===== src/rtl/uart_tx_buffer_pkg.sv =====
// rtl/uart_tx_buffer_pkg.sv - shared constants and FSM encoding for the UART TX byte buffer
//
// Purpose: single home for the data width, the default FIFO depth and the
// send-controller state encoding used by uart_tx_buffer and uart_tx_fifo_mem.
// Ports: none (package).

package uart_tx_buffer_pkg;

  localparam int DATA_W        = 8;
  localparam int DEFAULT_DEPTH = 16;

  typedef enum logic [1:0] {
    ST_IDLE = 2'd0,
    ST_SEND = 2'd1,
    ST_BUSY = 2'd2
  } tx_state_e;

endpackage


===== src/rtl/uart_tx_buffer_if.sv =====
// rtl/uart_tx_buffer_if.sv - Core/transmitter handshake bundle for uart_tx_buffer
//
// Purpose: groups the push strobe from the Core, the DV/Done handshake with the
// UART transmitter and the FIFO status flags.
// Ports (signals):
//   Wr_DV_in, Wr_Byte_in   push strobe and byte from the Core
//   Tx_Done_in             one-cycle done pulse from the transmitter
//   Tx_DV_out, Tx_Byte_out start strobe and byte to the transmitter
//   Full_out, Empty_out    registered FIFO flags
//   Count_out              entries stored (ADDR_W+1 bits)
//   Overflow_out           sticky drop flag, only with UART_TX_OVF_FLAG_EN
// Modports: master = Core/transmitter side, slave = the buffer.
// Build option: UART_TX_OVF_FLAG_EN adds Overflow_out.

interface uart_tx_buffer_if
  import uart_tx_buffer_pkg::*;
#(
  parameter int DEPTH = DEFAULT_DEPTH
);

  localparam int ADDR_W = $clog2(DEPTH);

  logic              Wr_DV_in;
  logic [DATA_W-1:0] Wr_Byte_in;
  logic              Tx_Done_in;
  logic              Tx_DV_out;
  logic [DATA_W-1:0] Tx_Byte_out;
  logic              Full_out;
  logic              Empty_out;
  logic [ADDR_W:0]   Count_out;
`ifdef UART_TX_OVF_FLAG_EN
  logic              Overflow_out;

  modport master (
    output Wr_DV_in, Wr_Byte_in, Tx_Done_in,
    input  Tx_DV_out, Tx_Byte_out, Full_out, Empty_out, Count_out, Overflow_out
  );

  modport slave (
    input  Wr_DV_in, Wr_Byte_in, Tx_Done_in,
    output Tx_DV_out, Tx_Byte_out, Full_out, Empty_out, Count_out, Overflow_out
  );
`else
  modport master (
    output Wr_DV_in, Wr_Byte_in, Tx_Done_in,
    input  Tx_DV_out, Tx_Byte_out, Full_out, Empty_out, Count_out
  );

  modport slave (
    input  Wr_DV_in, Wr_Byte_in, Tx_Done_in,
    output Tx_DV_out, Tx_Byte_out, Full_out, Empty_out, Count_out
  );
`endif

endinterface


===== src/rtl/uart_tx_fifo_mem.sv =====
// rtl/uart_tx_fifo_mem.sv - circular byte store with pointers, count and flags
//
// Purpose: DEPTH-entry byte FIFO. The caller only pushes when there is room
// (or a pop happens in the same cycle) and only pops when not empty.
// Ports:
//   CLK        system clock
//   RST        asynchronous active-low reset
//   push       store push_byte at the write pointer this cycle
//   push_byte  byte to store
//   pop        advance the read pointer this cycle
//   head_byte  byte at the read pointer (combinational)
//   count      entries stored, 0..DEPTH
//   full       registered, count == DEPTH
//   empty      registered, count == 0

module uart_tx_fifo_mem
  import uart_tx_buffer_pkg::*;
#(
  parameter int DEPTH = DEFAULT_DEPTH
) (
  input  logic                       CLK,
  input  logic                       RST,
  input  logic                       push,
  input  logic [DATA_W-1:0]          push_byte,
  input  logic                       pop,
  output logic [DATA_W-1:0]          head_byte,
  output logic [$clog2(DEPTH):0]     count,
  output logic                       full,
  output logic                       empty
);

  localparam int ADDR_W = $clog2(DEPTH);
  localparam logic [ADDR_W:0] FULL_CNT = (ADDR_W+1)'(DEPTH);

  logic [DATA_W-1:0] mem [DEPTH];
  logic [ADDR_W-1:0] wr_ptr;
  logic [ADDR_W-1:0] rd_ptr;
  logic [ADDR_W:0]   count_q;
  logic [ADDR_W:0]   count_d;
  logic              full_q;
  logic              empty_q;

  // Storage needs no reset: nothing is read before it has been written.
  always_ff @(posedge CLK) begin
    if (push) begin
      mem[wr_ptr] <= push_byte;
    end
  end

  always_comb begin
    count_d = count_q;
    case ({push, pop})
      2'b10:   count_d = count_q + 1'b1;
      2'b01:   count_d = count_q - 1'b1;
      default: count_d = count_q;
    endcase
  end

  // DEPTH is a power of two, so the pointers wrap by natural overflow.
  always_ff @(posedge CLK or negedge RST) begin
    if (!RST) begin
      wr_ptr  <= '0;
      rd_ptr  <= '0;
      count_q <= '0;
      full_q  <= 1'b0;
      empty_q <= 1'b1;
    end else begin
      if (push) begin
        wr_ptr <= wr_ptr + 1'b1;
      end
      if (pop) begin
        rd_ptr <= rd_ptr + 1'b1;
      end
      count_q <= count_d;
      full_q  <= (count_d == FULL_CNT);
      empty_q <= (count_d == '0);
    end
  end

  assign head_byte = mem[rd_ptr];
  assign count     = count_q;
  assign full      = full_q;
  assign empty     = empty_q;

endmodule


===== src/rtl/uart_tx_buffer.sv =====
// rtl/uart_tx_buffer.sv - byte FIFO plus DV/Done send controller feeding a UART transmitter
//
// Purpose: absorbs bursts of bytes from the Core and replays them one at a
// time to the transmitter. A byte is popped on the IDLE->SEND transition,
// Tx_DV_out is high for the single SEND cycle, and BUSY waits for Tx_Done_in.
// Ports:
//   CLK   system clock
//   RST   asynchronous active-low reset
//   bus   uart_tx_buffer_if.slave (push, DV/Done handshake, status flags)
// Build option: UART_TX_OVF_FLAG_EN adds the sticky Overflow_out flag.
// The DEPTH parameter must match the DEPTH of the connected interface.

module uart_tx_buffer
  import uart_tx_buffer_pkg::*;
#(
  parameter int DEPTH = DEFAULT_DEPTH
) (
  input  logic             CLK,
  input  logic             RST,
  uart_tx_buffer_if.slave  bus
);

  localparam int ADDR_W = $clog2(DEPTH);

  tx_state_e         state_q;
  tx_state_e         state_d;
  logic              push;
  logic              pop;
  logic [DATA_W-1:0] head_byte;
  logic [ADDR_W:0]   fifo_count;
  logic              fifo_full;
  logic              fifo_empty;
  logic              tx_dv_q;
  logic [DATA_W-1:0] tx_byte_q;
`ifdef UART_TX_OVF_FLAG_EN
  logic              drop;
  logic              ovf_q;
`endif

  uart_tx_fifo_mem #(
    .DEPTH (DEPTH)
  ) u_fifo (
    .CLK       (CLK),
    .RST       (RST),
    .push      (push),
    .push_byte (bus.Wr_Byte_in),
    .pop       (pop),
    .head_byte (head_byte),
    .count     (fifo_count),
    .full      (fifo_full),
    .empty     (fifo_empty)
  );

  always_ff @(posedge CLK or negedge RST) begin
    if (!RST) begin
      state_q <= ST_IDLE;
    end else begin
      state_q <= state_d;
    end
  end

  // A push into a full FIFO still fits when the head leaves in the same cycle.
  always_comb begin
    state_d = state_q;
    pop     = 1'b0;
    push    = 1'b0;
`ifdef UART_TX_OVF_FLAG_EN
    drop    = 1'b0;
`endif
    case (state_q)
      ST_IDLE: begin
        if (!fifo_empty) begin
          pop     = 1'b1;
          state_d = ST_SEND;
        end
      end
      ST_SEND: state_d = ST_BUSY;
      ST_BUSY: begin
        if (bus.Tx_Done_in) begin
          state_d = ST_IDLE;
        end
      end
      default: state_d = ST_IDLE;
    endcase
    if (bus.Wr_DV_in) begin
      if (!fifo_full || pop) begin
        push = 1'b1;
      end else begin
`ifdef UART_TX_OVF_FLAG_EN
        drop = 1'b1;
`endif
      end
    end
  end

  // DV rises with the pop edge, so it is high exactly for the SEND cycle.
  always_ff @(posedge CLK or negedge RST) begin
    if (!RST) begin
      tx_dv_q   <= 1'b0;
      tx_byte_q <= '0;
    end else begin
      tx_dv_q <= pop;
      if (pop) begin
        tx_byte_q <= head_byte;
      end
    end
  end

`ifdef UART_TX_OVF_FLAG_EN
  always_ff @(posedge CLK or negedge RST) begin
    if (!RST) begin
      ovf_q <= 1'b0;
    end else if (drop) begin
      ovf_q <= 1'b1;
    end
  end

  assign bus.Overflow_out = ovf_q;
`endif

  assign bus.Tx_DV_out   = tx_dv_q;
  assign bus.Tx_Byte_out = tx_byte_q;
  assign bus.Full_out    = fifo_full;
  assign bus.Empty_out   = fifo_empty;
  assign bus.Count_out   = fifo_count;

endmodule


===== src/flat_wrapper.sv =====
// flat-port wrapper written by rule: the top's interface ports become plain ports
module uart_tx_buffer_flat import uart_tx_buffer_pkg::*;
#(
  parameter int DEPTH = DEFAULT_DEPTH
)
  (CLK, RST, bus_Wr_DV_in, bus_Wr_Byte_in, bus_Tx_Done_in, bus_Tx_DV_out, bus_Tx_Byte_out, bus_Full_out, bus_Empty_out, bus_Count_out);
  uart_tx_buffer_if #(.DEPTH(DEPTH)) bus_i ();
  input  logic CLK;
  input  logic RST;
  input wire logic [$bits(bus_i.Wr_DV_in)-1:0] bus_Wr_DV_in;
  input wire logic [$bits(bus_i.Wr_Byte_in)-1:0] bus_Wr_Byte_in;
  input wire logic [$bits(bus_i.Tx_Done_in)-1:0] bus_Tx_Done_in;
  output wire logic [$bits(bus_i.Tx_DV_out)-1:0] bus_Tx_DV_out;
  output wire logic [$bits(bus_i.Tx_Byte_out)-1:0] bus_Tx_Byte_out;
  output wire logic [$bits(bus_i.Full_out)-1:0] bus_Full_out;
  output wire logic [$bits(bus_i.Empty_out)-1:0] bus_Empty_out;
  output wire logic [$bits(bus_i.Count_out)-1:0] bus_Count_out;
  assign bus_i.Wr_DV_in = bus_Wr_DV_in;
  assign bus_i.Wr_Byte_in = bus_Wr_Byte_in;
  assign bus_i.Tx_Done_in = bus_Tx_Done_in;
  assign bus_Tx_DV_out = bus_i.Tx_DV_out;
  assign bus_Tx_Byte_out = bus_i.Tx_Byte_out;
  assign bus_Full_out = bus_i.Full_out;
  assign bus_Empty_out = bus_i.Empty_out;
  assign bus_Count_out = bus_i.Count_out;
  uart_tx_buffer #(.DEPTH(DEPTH)) u_core (.CLK(CLK), .RST(RST), .bus(bus_i));
endmodule

===== config.mk =====
export PLATFORM = sky130hd
export DESIGN_NAME = uart_tx_buffer_flat
export DESIGN_NICKNAME = d
export VERILOG_FILES = /design/src/rtl/uart_tx_buffer_pkg.sv /design/src/rtl/uart_tx_buffer_if.sv /design/src/rtl/uart_tx_fifo_mem.sv /design/src/rtl/uart_tx_buffer.sv /design/src/flat_wrapper.sv
export SDC_FILE = /design/constraint.sdc
export NUM_CORES = 1
export LEC_CHECK = 0
export CAP_MARGIN = 20
export CORE_MARGIN = 1
export CORE_UTILIZATION = 23
export CTS_BUF_LIST = sky130_fd_sc_hd__clkbuf_4
export DETAILED_ROUTE_END_ITERATION = 12
export PLACE_DENSITY = 0.4
export SLEW_MARGIN = 0
export SYNTH_ARGS = -nofsm -noshare
export SYNTH_HDL_FRONTEND = slang
export SYNTH_SLANG_ARGS = --single-unit

===== constraint.sdc =====
create_clock -name CLK -period 4 [get_ports CLK]
set_input_delay 0.8 -clock CLK [delete_from_list [all_inputs] [get_ports CLK]]
set_output_delay 0.8 -clock CLK [all_outputs]
set_load 0.1 [all_outputs]

# == After elaboration in Yosys (flattened, before gate mapping) ==
# Memories as Yosys holds them, arrays and structs flattened. A register that Yosys moved wholly into a read port is not among the register bits.
# Cells that the tools add are included.
# totals
n_memories,1
output_inout_bits,16
wordCells,35
register_bits,18
ramBits,128
inputBits,12
# classes
n_eq_ne,7
n_mux,10
n_reduce_logical,6
addsub,4
# memory_table
name,words,word_bits,read_ports,rd_ports_with_merged_regs,wr,line,source
u_core.u_fifo.mem,16,8,1,1,1,uart_tx_fifo_mem.sv:35,logic [DATA_W-1:0] mem [DEPTH];
# ops
cell,n
case mux 5 bit (2 select lines),1
adder 4 x 1 -> 4 bit (second input constant),2
2-to-1 mux 1 bit,6
case mux 2 bit (3 select lines),1
adder 5 x 1 -> 5 bit (second input constant),1
equality test 5 bit (second input constant),1
logical NOT 5 bit,1
subtractor 5 x 1 -> 5 bit (second input constant),1
equality test 2 x 1 -> 1 bit (second input constant),2
equality test 2 bit (second input constant),2
2-to-1 mux 2 bit,2
inequality test 2 bit (second input constant),2
logical NOT 1 bit,2
logical NOT 2 bit,1
AND reduction 2 bit,1
logical OR 1 bit,1

# == Longest topological paths before layout ==
# Gate-level depths: netlist of the first run.
# depth
depth_word,8
depth_mapped,13
ltp_nobuf,11

# == Cells and area by module ==
# A second synthesis of the first run with hierarchy kept.
# unflattened
hier_cells,308
area_unflattened_um2,6237.2
# by_module_without_submodules
mod,n_inst,area_each_um2,seq_area_each_um2,cells_each
uart_tx_fifo_mem,1,5823.1,4220.3,283
uart_tx_buffer,1,414.1,275.3,25

# == Worst setup path before layout of the first run ==
# No wires, ideal clock.
# synth_timing
path_type,register to register
startpoint,"reg u_core.u_fifo.empty_q, in the netlist u_core.u_fifo.empty"
endpoint,"reg u_core.u_fifo.full_q, in the netlist u_core.u_fifo.full"
synth_period_minus_slack_ns,2.961
required_time_ns,3.875
setup_time_ns,0.125
arrival_time_ns,2.836
path_stages_with_launch,14
slack_ns,1.039
path_cell_list,dfstp_2 or3_1 buf_2 a21boi_4 inv_1 ha_1 buf_2 xor2_1 ha_1 o21ai_0 a221oi_1 o211ai_1 xnor2_2 nor3b_1
# synth_between
elab_chain_cells,8
word_cells_on_any_way,9
# synth_rtl
item,line,source
from (decl),uart_tx_fifo_mem.sv:41,logic empty_q;
from (signal assigned),uart_tx_fifo_mem.sv:76,empty_q <= (count_d == '0);
2-to-1 mux 1 bit (*),uart_tx_buffer.sv:72,if (!fifo_empty) begin
2-to-1 mux 1 bit (*),uart_tx_buffer.sv:70,case (state_q)
logical OR 1 bit,uart_tx_buffer.sv:86,if (!fifo_full || pop) begin
2-to-1 mux 1 bit,uart_tx_buffer.sv:86,
2-to-1 mux 1 bit,uart_tx_buffer.sv:85,if (bus.Wr_DV_in) begin
equality test 2 x 1 -> 1 bit or equality test 2 bit (tied branches),uart_tx_fifo_mem.sv:52,"case ({push, pop})"
case mux 5 bit (2 select lines) (*),uart_tx_fifo_mem.sv:52,
net u_core.u_fifo.count_d[4],uart_tx_fifo_mem.sv:39,logic [ADDR_W:0] count_d;
equality test 5 bit (*),uart_tx_fifo_mem.sv:75,full_q <= (count_d == FULL_CNT);
to (signal assigned),uart_tx_fifo_mem.sv:75,
to (decl),uart_tx_fifo_mem.sv:40,logic full_q;
# The timed path passes the listed nets; every way through them passes the cells marked *.
# A chain may end at the register's enable or synchronous reset.

# == Final worst setup path of the first run ==
# layout_timing
startpoint,reg u_core.state_q[0]
endpoint,"reg u_core.u_fifo.full_q, in the netlist u_core.u_fifo.full"
# layout_between
elab_chain_cells,8
word_cells_on_any_way,9
# layout_rtl
item,line,source
from (decl),uart_tx_buffer.sv:25,tx_state_e state_q;
from (signal assigned),uart_tx_buffer.sv:58,state_q <= state_d;
logical NOT 2 bit (*),uart_tx_buffer.sv:70,
2-to-1 mux 1 bit (*),uart_tx_buffer.sv:70,
logical OR 1 bit,uart_tx_buffer.sv:86,
2-to-1 mux 1 bit,uart_tx_buffer.sv:86,
2-to-1 mux 1 bit,uart_tx_buffer.sv:85,
equality test 2 x 1 -> 1 bit or equality test 2 bit (tied branches),uart_tx_fifo_mem.sv:52,
case mux 5 bit (2 select lines) (*),uart_tx_fifo_mem.sv:52,
net u_core.u_fifo.count_d[4],uart_tx_fifo_mem.sv:39,
equality test 5 bit (*),uart_tx_fifo_mem.sv:75,
# Marks and branches as above.

==> results of run 1 <==
worst reg2reg max path: stages (launching register included):
cell	delay [ns]
dfrtp_1	0.41
or3_1	0.65
a21boi_4	0.40
inv_1	0.11
ha_1	0.30
xor2_1	0.20
ha_1	0.22
o21ai_0	0.12
a221oi_1	0.28
o211ai_1	0.18
xnor2_2	0.19
nor3b_1	0.21
power groups by stage:
stage | registers, W | clock network (W) | logic [W]
3_5_place_dp | 0.00244 | 0 | 0.00219
3_3_place_gp | 0.00243 | 0 | 0.00217
4_1_cts | 0.00240 | 0.000971 | 0.00219
2_1_floorplan | 0.00270 | 0 | 0.00133
6_report | 0.00238 | 0.000930 | 0.00215
5_1_grt | 0.00244 | 0.00103 | 0.00231
cell usage in the layout, fill, tap and decap left out, types with 2 or more instances in the layout:
| cell type | instances |
|---|---|
| mux4_2 | 31 |
| o21ai_1 | 6 |
| clkbuf_4 | 17 |
| inv_1 | 4 |
| clkinv_8 | 2 |
| ha_1 | 8 |
| o21ai_0 | 5 |
| inv_6 | 5 |
| inv_8 | 4 |
| mux2i_1 | 17 |
| nor2_1 | 23 |
| edfxtp_1 | 128 |
| clkdlybuf4s50_1 | 27 |
| xnor2_1 | 8 |
| nor3b_1 | 2 |
| buf_4 | 20 |
| nor2b_1 | 3 |
| nor3_1 | 6 |
| dfrtp_2 | 2 |
| clkinvlp_4 | 3 |
| nand2b_1 | 5 |
| nand2_1 | 12 |
| nand4_1 | 2 |
| a21oi_1 | 10 |
| xor2_1 | 2 |
| dfrtp_1 | 23 |
sequential cells by signal, indices dropped and copies added (netlist names):
register,count
u_core.bus.Tx_Byte_out,8
u_core.bus.Tx_DV_out,1
u_core.state_q,2
u_core.u_fifo.count,5
u_core.u_fifo.empty,1
u_core.u_fifo.full,1
u_core.u_fifo.mem,128
u_core.u_fifo.rd_ptr,4
u_core.u_fifo.wr_ptr,4
cell families after synthesis:
logic type                 after synthesis
adders and majority gates                8
DFF                                    154
xor gates and xnor gates                11
AOI/OAI and AO/OA                       29
and+or+nand+nor                         59
buffers and inverters                   24
muxes                                   50
layer usage:
layer	up-vias	global-route usage, %	wire, um
met5	-	0	0
met4	0	4.23	272
met3	17	2.79	393
met2	44	16.9	6710
met1	1641	13.1	6000
li1	1399	-	-
per-stage QoR:
| stage | hold slack, ns | worst slack (ns) | cell area, um^2 | cells | utilization (%) |
|---|---|---|---|---|---|
| after floorplan | 0.443 | 1.04 | 6210 | 335 | - |
| after global placement | 0.459 | 0.655 | 6930 | 698 | 26.4 |
| after detailed placement | 0.466 | 0.505 | 6930 | 698 | 26.4 |
| after CTS | 0.483 | 0.620 | 7210 | 730 | 27.4 |
| after global routing | 0.511 | 0.334 | 7210 | 731 | 27.4 |
| final | 0.474 | 0.651 | 7210 | 731 | 27.4 |
cells in the mapped netlist, drive strengths merged, types with 3 or more instances:
master	n
buf	16
a21oi	10
mux2i	17
nand2b	5
nor3	6
xnor2	9
edfxtp	128
nand2	13
mux4	32
ha	8
clkbuf	3
nor2	23
inv	5
dfrtp	25
o21ai	11
nor2b	3
area by class of cell:
type,instances,area (um^2),share of cell area (%)
timing repair buffer,47,420,5.83
tap,335,419,5.81
inverter,5,18.8,0.260
clock inverter,15,153,2.12
clock buffer,17,128,1.77
sequential,154,4500,62.4
antenna,1,2.50,0.0347
multi-input combinational,157,1570,21.8
worst max path at each step:
stage,from,end,cells after the start
global route,u_core.state_q[0],u_core.u_fifo.full,11
detailed placement,bus_Wr_DV_in,u_core.u_fifo.full,11
floorplan,u_core.u_fifo.empty,u_core.u_fifo.full,13
finish,u_core.state_q[0],u_core.u_fifo.full,11
CTS,u_core.state_q[0],u_core.u_fifo.full,11
global placement,bus_Wr_DV_in,u_core.u_fifo.full,11
==> results.json, run 1 <==
{
  "post-cts-setup-buffer-count": 0,
  "timing.rr.end": "u_core.u_fifo.full",
  "worstPathMaxFanout": 13,
  "cts_inserted_buffers": 17,
  "hpwl_um": 8290,
  "wire_per_inst_um": 18.3,
  "totalNegativeSetupSlack_ns": 0,
  "worst_pin_slew_ns": 0.976,
  "synth_top_flop_cell": "edfxtp_1",
  "cts_sinks": 154,
  "synth-compound-area-share_pct": 2.90,
  "die_w_um": 166,
  "clock.fmax_mhz": 299,
  "worstHoldEndpoint": "u_core.state_q[1]",
  "hold_class": "reg -> reg",
  "r2r-start": "u_core.state_q[0]",
  "grt_pass1_vias": 3330,
  "fin_skew_ns": 0.0218,
  "floorplan.die_area_mm2": 0.0276,
  "yosys.area_share.adder_pct": 1.61,
  "htreeDepth": 4,
  "critical_path.startpoint_type": "register",
  "nets": 402,
  "layout-drive-gt1-share_pct": 23.0,
  "num_io_pins": 28,
  "antenna_found_initial": 1,
  "clock_path_buffers": 2,
  "synth.avg_cell_area_um2": 18.5,
  "fin_crit_sh_pct": 83.7,
  "place.gp.congestion": 0.739,
  "hold_depth": 1,
  "ys_seq_area_share_pct": 72.4,
  "powerDensity_mw_per_mm2": 758,
  "switching_power_w": 0.00231,
  "path_buf_inv": 1,
  "hp-start": "u_core.state_q[0]",
  "grt_max_degree": 36,
  "p_seq_share_pct": 43.6,
  "first_pass_iters": 10,
  "yosysWarnings": 0,
  "synth_area_mm2": 0.00621,
  "critPathTopFamily": "compound AO/OA/AOI/OAI gates",
  "worst_path_largest_cell_delay_ns": 0.65,
  "nFillCells": 2648,
  "ys_ff_latch": 154,
  "synthSimpleGateAreaFrac_pct": 4.54,
  "violations": "design-rule violations",
  "cp-end-kind": "register",
  "port_buffers": 27,
  "internal_power_w": 0.00315,
  "critPathRequiredTime_ns": 4.46,
  "synth.distinct_cells": 44,
  "setup_violations": 0,
  "slowest_stage": "or3_1",
  "p_leak_nw": 2.40,
  "vias": 3101,
  "drt_iter0_drc": 220,
  "path_cells": "or3_1 -> a21boi_4 -> inv_1 -> ha_1 -> xor2_1 -> ha_1 -> o21ai_0 -> a221oi_1 -> o211ai_1 -> xnor2_2 -> nor3b_1",
  "area_delta_synth_final_pct": 16.2,
  "crit_type": "reg -> reg",
  "clock_tree.root_cell": "clkbuf_4",
  "start_util_pct": 23.6,
  "yosys.area_share.xor_xnor_pct": 1.67,
  "pwr-share-clk_pct": 17.0,
  "grt-ovfl-total": 0,
  "coreArea_mm2": 0.0263,
  "async_flop_share_pct": 16.9,
  "netlist.top_cell.by_area": "edfxtp_1",
  "p_comb_share_pct": 39.4,
  "rsz0062_at_grt": "no",
  "worst_path_most_repeated_cell": "ha_1",
  "cts.reportedPaths.clkPinSlew_ns": 0.14,
  "crit_arrival_ns": 3.81,
  "reg2reg_depth": 11,
  "finalHoldViolations": 0,
  "total_power_w": 0.00546,
  "synth_edf_count": 128,
  "vdd_drop_max_mv": 0.211,
  "grt_usage_pct": 10.4,
  "relSlewSlack_pct": 34.8,
  "die_h_um": 166,
  "synthMuxAreaShare_pct": 14.6,
  "insertion_delay_ns": 0.55,
  "hold_buffers": 0,
  "grt_pass1_wl_um": 20600,
  "synthesis.nets": 355,
  "cts_tree": "built",
  "status": "complete, but fails checks",
  "synth_cells": 335,
  "power_switching_share_pct": 42.3,
  "ys_top_cells_by_area": "edfxtp_1 (62%), mux4_2 (11%), dfrtp_1 (10%)",
  "synth_top_area_share_pct": 61.9,
  "cts_resized": 0,
  "synth_top_family_by_area": "multiplexers",
  "final_max_slew_viol_count": 0,
  "remaining_drc_errors": 2,
  "maxCapViolCount": 0,
  "placementRows": 59,
  "ant_nets": 0,
  "drt-total-wl_um": 13400,
  "min_period_ns": 3.35,
  "drt-vias-per-instance": 4.24,
  "rrSetupSlack_ns": 0.65
}
Note: power is estimated with default switching activity, not from simulation.
==> run 2, diff against run 1 <==
clock period = 3.3 ns   (was 4 ns; I/O delays follow)
==> results.json, run 2 (synthesis gave the netlist of run 1 again) <==
{
  "status": "complete, but fails checks",
  "violations": "design-rule violations",
  "area_delta_synth_final_pct": 16.0,
  "htreeDepth": 4,
  "remaining_drc_errors": 2,
  "met1Wirelength_um": 6100,
  "relSlewSlack_pct": 49.0,
  "coreArea_mm2": 0.0263,
  "ant_nets": 0,
  "cts_tree": "built",
  "worstHoldEndpoint": "u_core.state_q[1]",
  "worstPathMaxFanout": 9,
  "final_max_slew_viol_count": 0,
  "fin_skew_ns": 0.0203,
  "drt_iter0_drc": 294,
  "cts_inserted_buffers": 17,
  "vias": 3101,
  "wire_per_inst_um": 18.2,
  "rsz0062_at_grt": "no",
  "wl_met2_um": 6650,
  "grt_usage_pct": 10.3,
  "met3_length_um": 439,
  "placed_cell_area_mm2": 0.00692,
  "multi_input_area_mm2": 0.00157,
  "reg2reg_depth": 11,
  "cts_sinks": 154,
  "utilization_pct": 27.4,
  "floorplan.die_area_mm2": 0.0276,
  "first_pass_iters": 8,
  "clock_path_buffers": 2,
  "layout-drive-gt1-share_pct": 27.3,
  "crit_arrival_ns": 3.37,
  "cp-startpoint": "u_core.state_q[0]",
  "finalHoldViolations": 0,
  "place.gp.congestion": 0.779,
  "layout_common_cells": "edfxtp_1 (128), buf_4 (40), mux4_2 (31), dfrtp_1 (24), nor2_1 (23)",
  "fin_crit_sh_pct": 87.9,
  "insertion_delay_ns": 0.54,
  "worst_pin_slew_ns": 0.762,
  "place_ws_ns": 0.160,
  "hp-start": "u_core.state_q[1]",
  "placementRows": 59,
  "final_area_mm2": 0.00720,
  "cts.reportedPaths.clkPinSlew_ns": 0.13,
  "critical_path.startpoint_type": "register",
  "maxCapViolCount": 0,
  "nets": 406,
  "hpwl_um": 8580,
  "num_io_pins": 28,
  "hold_buffers": 0,
  "die_h_um": 166,
  "total_power_w": 0.00665,
  "regArea_mm2": 0.00450,
  "hold_depth": 1,
  "antenna_found_initial": 1,
  "port_buffers": 27,
  "drt-total-wl_um": 13300,
  "cp-end-kind": "register",
  "layout_commonest_cell": "edfxtp_1",
  "grt_pass1_vias": 3345,
  "clock.fmax_mhz": 345,
  "post-cts-setup-buffer-count": 0,
  "clock_tree.root_cell": "clkbuf_4",
  "regMostFlops": "u_core.u_fifo.mem",
  "vdd_drop_max_mv": 0.289,
  "top_layer": "met4",
  "timing.rr.end": "u_core.u_fifo.full",
  "die_w_um": 166,
  "setup_ws_ns": 0.399,
  "p_leak_nw": 2.44,
  "r2r-start": "u_core.state_q[0]",
  "powerDensity_mw_per_mm2": 924,
  "grt-ovfl-total": 0,
  "setup_violations": 0,
  "critPathRequiredTime_ns": 3.77,
  "drt-vias-per-instance": 4.22,
  "rrSetupSlack_ns": 0.40,
  "grt_max_degree": 36,
  "crit_type": "reg -> reg",
  "largest_reg_flops": 128,
  "grt_pass1_wl_um": 20500,
  "start_util_pct": 23.6,
  "hold_class": "reg -> reg",
  "nFillCells": 2652,
  "cts_resized": 0,
  "min_period_ns": 2.90,
  "totalNegativeSetupSlack_ns": 0
}
[run 2: worst max-delay path by stage]
stage                              end  cells past startpoint
detailed placement  u_core.u_fifo.full                     11
finish              u_core.u_fifo.full                     11
global route        u_core.u_fifo.full                     11
global placement    u_core.u_fifo.full                     11
CTS                 u_core.u_fifo.full                     11
floorplan           u_core.u_fifo.full                     13
[run 2: per-stage QoR]
| stage | cells | hold WS (ns) |
|---|---|---|
| finish | 735 | 0.486 |
| detailed placement | 702 | 0.471 |
| global route | 735 | 0.530 |
| global placement | 702 | 0.463 |
| CTS | 734 | 0.498 |
| floorplan | 335 | 0.364 |
[run 2: critical path, stage by stage, from the launching register on]
cell,delay (ns)
dfrtp_1,0.41
or3_1,0.47
a21boi_4,0.20
inv_1,0.08
ha_1,0.30
xor2_1,0.20
ha_1,0.23
a21oi_1,0.18
xnor2_1,0.17
nor4bb_1,0.29
a21oi_1,0.10
nor3b_1,0.20
[run 2: layout make-up]
class                           instances  area share, %
Sequential cell                       154           62.4
Tap cell                              335           5.82
Clock buffer                           19           1.98
Timing Repair Buffer                   51           5.70
Multi-Input combinational cell        157           21.8
Clock inverter                         13           1.95
Antenna cell                            1         0.0347
Inverter                                5          0.261
[run 2: layer usage]
layer  vias up  GRT usage (%)
met3        10           3.12
met1      1615           12.8
met4         0           3.22
li1       1407              -
met2        69           17.2
met5         -              0
[run 2: power by group]
part	switching, W	internal, W	leakage [nW]
clock	0.000685	0.000471	0.148
combinational	0.00178	0.00102	0.827
sequential	0.000252	0.00244	1.47
